==> config.mk <==
export PLATFORM = sky130hd
export DESIGN_NAME = id_ex_reg
export DESIGN_NICKNAME = d
export VERILOG_FILES = /design/src/rtl/id_ex_reg.sv
export SDC_FILE = /design/constraint.sdc
export NUM_CORES = 1
export LEC_CHECK = 0
export BUFFER_PORTS_ARGS = -buffer_cell sky130_fd_sc_hd__buf_4
export CAP_MARGIN = 20
export CORE_MARGIN = 3
export CORE_UTILIZATION = 35
export CTS_CLUSTER_DIAMETER = 40
export DETAILED_ROUTE_END_ITERATION = 8
export GPL_TIMING_DRIVEN = 0
export HOLD_SLACK_MARGIN = 0.06
export MAX_ROUTING_LAYER = met4
export PLACE_DENSITY = 0.69
export SYNTH_ARGS = -nofsm -noshare
export SYNTH_HDL_FRONTEND = slang
export SYNTH_SLANG_ARGS = --single-unit
export TNS_END_PERCENT = 20
==> constraint.sdc <==
create_clock -name clk -period 1.07 [get_ports clk]
set_input_delay 0.0535 -clock clk [delete_from_list [all_inputs] [get_ports clk]]
set_output_delay 0.0535 -clock clk [all_outputs]
set_load 0.05 [all_outputs]
==> src/rtl/id_ex_reg.sv <==
// ID/EX pipeline register with stall hold, flush bubbles and a saturating bubble counter.
// Optional write-back capture during stall is enabled by defining ID_EX_STALL_CAPTURE_EN.
module id_ex_reg #(
    parameter int unsigned DATA_WID     = 16,
    parameter int unsigned REG_ADDR_WID = 4
) (
    input  logic                    clk,
    input  logic                    rst,
    input  logic                    stall,
    input  logic                    flush,
    input  logic                    id_valid,
    input  logic [2:0]              id_alu_src,
    input  logic [3:0]              id_alu_op,
    input  logic [DATA_WID-1:0]     id_read_data_a,
    input  logic [DATA_WID-1:0]     id_read_data_b,
    input  logic [DATA_WID-1:0]     id_immediate,
    input  logic [REG_ADDR_WID-1:0] id_rx,
    input  logic [REG_ADDR_WID-1:0] id_ry,
    input  logic                    id_reg_write,
    input  logic                    id_mem_read,
    input  logic                    id_mem_write,
    input  logic [REG_ADDR_WID-1:0] id_wb_dst,
    input  logic                    wb_we,
    input  logic [REG_ADDR_WID-1:0] wb_addr,
    input  logic [DATA_WID-1:0]     wb_data,
    output logic                    ex_valid,
    output logic [2:0]              ex_alu_src,
    output logic [3:0]              ex_alu_op,
    output logic [DATA_WID-1:0]     ex_read_data_a,
    output logic [DATA_WID-1:0]     ex_read_data_b,
    output logic [DATA_WID-1:0]     ex_immediate,
    output logic [REG_ADDR_WID-1:0] ex_rx,
    output logic [REG_ADDR_WID-1:0] ex_ry,
    output logic                    ex_reg_write,
    output logic                    ex_mem_read,
    output logic                    ex_mem_write,
    output logic [REG_ADDR_WID-1:0] ex_wb_dst,
    output logic [7:0]              bubble_count
);

    localparam logic [2:0] SRC_NULL = 3'b000;

    logic                    valid_d;
    logic [2:0]              alu_src_d;
    logic [3:0]              alu_op_d;
    logic [DATA_WID-1:0]     data_a_d;
    logic [DATA_WID-1:0]     data_b_d;
    logic [DATA_WID-1:0]     imm_d;
    logic [REG_ADDR_WID-1:0] rx_d;
    logic [REG_ADDR_WID-1:0] ry_d;
    logic                    reg_write_d;
    logic                    mem_read_d;
    logic                    mem_write_d;
    logic [REG_ADDR_WID-1:0] wb_dst_d;
    logic [7:0]              bubble_count_d;
    logic                    bubble_load;

`ifndef ID_EX_STALL_CAPTURE_EN
    logic unused_wb;
    assign unused_wb = ^{wb_we, wb_addr, wb_data};
`endif

    always_comb begin
        valid_d     = ex_valid;
        alu_src_d   = ex_alu_src;
        alu_op_d    = ex_alu_op;
        data_a_d    = ex_read_data_a;
        data_b_d    = ex_read_data_b;
        imm_d       = ex_immediate;
        rx_d        = ex_rx;
        ry_d        = ex_ry;
        reg_write_d = ex_reg_write;
        mem_read_d  = ex_mem_read;
        mem_write_d = ex_mem_write;
        wb_dst_d    = ex_wb_dst;
        bubble_load = 1'b0;

        if (flush) begin
            valid_d     = 1'b0;
            alu_src_d   = SRC_NULL;
            alu_op_d    = '0;
            data_a_d    = '0;
            data_b_d    = '0;
            imm_d       = '0;
            rx_d        = '0;
            ry_d        = '0;
            reg_write_d = 1'b0;
            mem_read_d  = 1'b0;
            mem_write_d = 1'b0;
            wb_dst_d    = '0;
            bubble_load = 1'b1;
        end else if (stall) begin
`ifdef ID_EX_STALL_CAPTURE_EN
            // Forward a write-back that lands on a held source register.
            if (ex_valid && wb_we && (wb_addr == ex_rx)) data_a_d = wb_data;
            if (ex_valid && wb_we && (wb_addr == ex_ry)) data_b_d = wb_data;
`endif
        end else begin
            valid_d     = id_valid;
            alu_src_d   = id_alu_src;
            alu_op_d    = id_alu_op;
            data_a_d    = id_read_data_a;
            data_b_d    = id_read_data_b;
            imm_d       = id_immediate;
            rx_d        = id_rx;
            ry_d        = id_ry;
            wb_dst_d    = id_wb_dst;
            reg_write_d = id_valid & id_reg_write;
            mem_read_d  = id_valid & id_mem_read;
            mem_write_d = id_valid & id_mem_write;
            bubble_load = ~id_valid;
        end

        bubble_count_d = bubble_count;
        if (bubble_load && (bubble_count != 8'hFF)) bubble_count_d = bubble_count + 8'd1;
    end

    always_ff @(posedge clk) begin
        if (!rst) begin
            ex_valid       <= 1'b0;
            ex_alu_src     <= SRC_NULL;
            ex_alu_op      <= '0;
            ex_read_data_a <= '0;
            ex_read_data_b <= '0;
            ex_immediate   <= '0;
            ex_rx          <= '0;
            ex_ry          <= '0;
            ex_reg_write   <= 1'b0;
            ex_mem_read    <= 1'b0;
            ex_mem_write   <= 1'b0;
            ex_wb_dst      <= '0;
            bubble_count   <= 8'd0;
        end else begin
            ex_valid       <= valid_d;
            ex_alu_src     <= alu_src_d;
            ex_alu_op      <= alu_op_d;
            ex_read_data_a <= data_a_d;
            ex_read_data_b <= data_b_d;
            ex_immediate   <= imm_d;
            ex_rx          <= rx_d;
            ex_ry          <= ry_d;
            ex_reg_write   <= reg_write_d;
            ex_mem_read    <= mem_read_d;
            ex_mem_write   <= mem_write_d;
            ex_wb_dst      <= wb_dst_d;
            bubble_count   <= bubble_count_d;
        end
    end

endmodule

==> run summary <==
Diode count -> 0
Tightest Pin Transition -> 0.374 ns
Dpl cell area -> 4260 um^2
Grt total ovfl -> 0
Root Buffer -> clkbuf_8
Fin. max-slew vios -> 0
GR Util All Layers -> 19.1%
Largest net degree at the start of global routing -> 14
EDFF count, synth -> 0
Chip Height -> 97.6 um
Final min period -> 1.07 ns
Power per Cell Area -> 1280 nW/um^2
Cell with the most instances after synthesis -> dfxtp_1
Worst reg2reg setup slack -> 0.0008 ns
Critical path fanouts, max -> 4
Hold Path Class -> in -> reg
Die area -> 9530 um^2
DRT antenna net count -> 0
Yosys cell types -> 28
Final hold violations -> 0
Sequential area share after synthesis -> 53.8%
Via count -> 2,861
CP required -> 1.29 ns
Crit path buf inv count -> 0
#FFs+latches synth -> 79
Reg-to-Reg End -> bubble_count[0]
Crit-path cells -> ha_4 -> nand2_1 -> o31a_1 -> mux2i_1
Clock share of power -> 34.2%
Global placer's final weighted congestion -> 0.842
Die W -> 97.6 um
Leak -> 2.51 nW
Vias in the first global route -> 2,985
Commonest cells post-synth -> dfxtp_1, nor2_1, mux2i_1, buf_2, nand2_1
Crit-path slowest cell -> dfxtp_4
Area Overhead vs Synth -> 78.7%
Clock Tree Buf Depth -> 2
Max_cap viols -> 0
Final Util -> 66.3%
Num CTS Buffers -> 9
# IOs -> 175
H-Tree Level Count -> 3
Row count -> 32
Nets@finish -> 616
Initial core utilization -> 37.1%
Avg WL per Cell -> 14.2 um
Net load switching power -> 1.82 mW
Syn Std Cell Area -> 2940 um^2
Core Box Area -> 7930 um^2
First-pass GRT wire length -> 14,400 um
Slew HR -> 75.1%
Cells after synthesis -> 282
Max incr delay on CP -> 0.37 ns
Switching power share of the total -> 27.1%
Initial antenna violation count -> 0
CP Launch Type -> flop
Crit path max-delay family -> flip-flops
RSZ-0062 raised after global routing -> true
Arr. time, crit path -> 1.29 ns
FMAX -> 935 MHz
Share of async-settable or async-resettable flops after synthesis -> 0%
RR Startpoint -> bubble_count[0]
Vias per cell -> 4.57
Detailed placement HPWL -> 5900 um
Hold path endpoint -> bubble_count[5]
Peak supply drop -> 755 uV
Post-route cell area -> 5250 um^2
Layout cell share with drive strength beyond 1 -> 39.1%
Largest cells by area after synthesis -> dfxtp_1, mux2i_1, nor2_1
Syn_nets -> 379
Worst clock skew -> 0.00455 ns
Iteration-0 DRC Markers -> 46
Final critical-path share of the clock period -> 99.9%
WHS Path Cells -> 3
CP Class -> reg -> reg
Internal -> 4.90 mW
CTS tree -> yes
Warnings from Yosys -> 0
Worst R2R Path Depth -> 4
Drt total wl -> 8860 um
Worst hold start -> rst
# setup viols final -> 0
Clock slew at reported path FFs -> 0.08 ns
Critical Path Sink Type -> flop
Part of the power in combinational logic -> 19.9%
Status -> completed
Port buffer count -> 152
CTS Sinks -> 79
Area leader, netlist -> dfxtp_1
Register share of total power -> 45.9%
Post-Syn Area per Cell -> 10.4 um^2
DRC viols -> 0
Synth Flop Type -> dfxtp_1
Top cell type's share of synthesized area -> 53.8%
Initial DRT Pass Iterations -> 4
Worst-Skew Late Latency -> 0.33 ns
==> cell families after synthesis <==
kind of cell             after synthesis  synth area share [%]
AO/OA/AOI/OAI                         17                  4.60
adder cells (fa/ha/maj)                1                 0.426
buffers and inverters                 20                  3.70
flip-flops                            79                  53.8
multiplexers                          70                  23.8
AND/OR/NAND/NOR                       95                  13.6
==> worst max-delay path by stage <==
| stage | slack [ns] | start | to | cells after the start |
|---|---|---|---|---|
| 3_5_place_dp | -0.07 | bubble_count[0] | bubble_count[5] | 4 |
| 3_3_place_gp | -0.08 | rst | ex_read_data_b[10] | 5 |
| 4_1_cts | -0.005 | bubble_count[0] | bubble_count[0] | 4 |
| 2_1_floorplan | -0.09 | bubble_count[1] | bubble_count[0] | 4 |
| 5_1_grt | -0.07 | bubble_count[0] | bubble_count[0] | 4 |
| 6_report | 0.0008 | bubble_count[0] | bubble_count[0] | 4 |
==> layout by cell type, fill, tap and decap left out <==
cell,count
clkinvlp_4,2
dfxtp_1,71
nand2_1,6
o21ai_0,1
nor2_1,71
and3_4,3
a311oi_1,1
and2_4,1
clkbuf_16,1
inv_1,2
buf_2,14
ha_4,1
nor2b_1,1
nand3_4,1
a21boi_2,1
nand3_1,1
mux2i_1,70
clkbuf_1,3
nand4_1,1
o21bai_4,1
dlygate4sd3_1,72
bufinv_16,1
a31oi_1,2
nor3_2,2
and2_1,1
inv_4,1
and4_1,2
buf_4,153
nand2b_1,2
a22oi_1,3
buf_6,4
and3_1,2
dfxtp_4,8
a211oi_2,2
o31a_1,1
clkbuf_8,9
nor3_1,1
o2111a_1,1
a21oi_1,4
==> power by group through the flow <==
stage,logic (mW),registers (mW),clock network [mW]
after floorplan,0.328,3.48,0
after global placement,1.08,3.15,0
after detailed placement,1.10,3.15,0
after CTS,1.34,3.08,2.36
after global routing,1.43,3.10,2.50
final,1.34,3.08,2.30
==> timing repair <==
item	4_1_cts	5_1_grt
endpoints found under the setup margin	7	9
gates resized for setup	8	4
hold buffers	72	0
buffers inserted	3	0
endpoints found under the hold margin	73	0
pin swaps	7	4
==> area by class of cell <==
cell class | instances | area, um^2
multi-input cells | 183 | 1310
plain buffers | 17 | 96.3
clock inverters | 4 | 51.3
flip-flops and latches | 79 | 1610
clock buffers | 12 | 156
fillers | 648 | 2680
inverters | 2 | 7.51
well taps | 102 | 128
repair buffers | 227 | 1890
==> state kept, by name (all words and copies together) (netlist names) <==
| signal | count |
|---|---|
| ex_immediate | 16 |
| ex_read_data_a | 16 |
| ex_read_data_b | 16 |
| bubble_count | 8 |
| ex_alu_op | 4 |
| ex_rx | 4 |
| ex_ry | 4 |
| ex_wb_dst | 4 |
| ex_alu_src | 3 |
| ex_mem_read | 1 |
| ex_mem_write | 1 |
| ex_reg_write | 1 |
| ex_valid | 1 |
==> stage by stage <==
stage | setup WS, ns | hold WS (ns) | instances | power (mW) | TNS [ns]
detailed placement | -0.0675 | 0.291 | 536 | 4.25 | -2.72
finish | 0.000820 | 0.122 | 626 | 6.72 | 0
CTS | -0.00511 | 0.0736 | 626 | 6.78 | -0.00814
floorplan | -0.0884 | 0.191 | 282 | 3.81 | -0.526
global placement | -0.0843 | 0.282 | 536 | 4.23 | -4.17
global route | -0.0686 | 0.122 | 626 | 7.03 | -0.201
==> worst reg2reg max path, delay by kind of cell (launching register included) <==
kind,cells,cell delay [ns]
muxes,1,0.13
and+or+nand+nor,1,0.05
DFF,1,0.37
adders and majority gates,1,0.15
AOI/OAI and AO/OA,1,0.27
==> routing by layer <==
metal | track usage [%] | vias to the layer above | part of all wire (%)
met5 | - | - | 0
met4 | 5.64 | 0 | 1.6
met3 | 4.31 | 13 | 5.4
met2 | 33.9 | 101 | 51
met1 | 21.5 | 1318 | 42
li1 | - | 1429 | -
No activity file was read; power rests on OpenSTA's default activity.
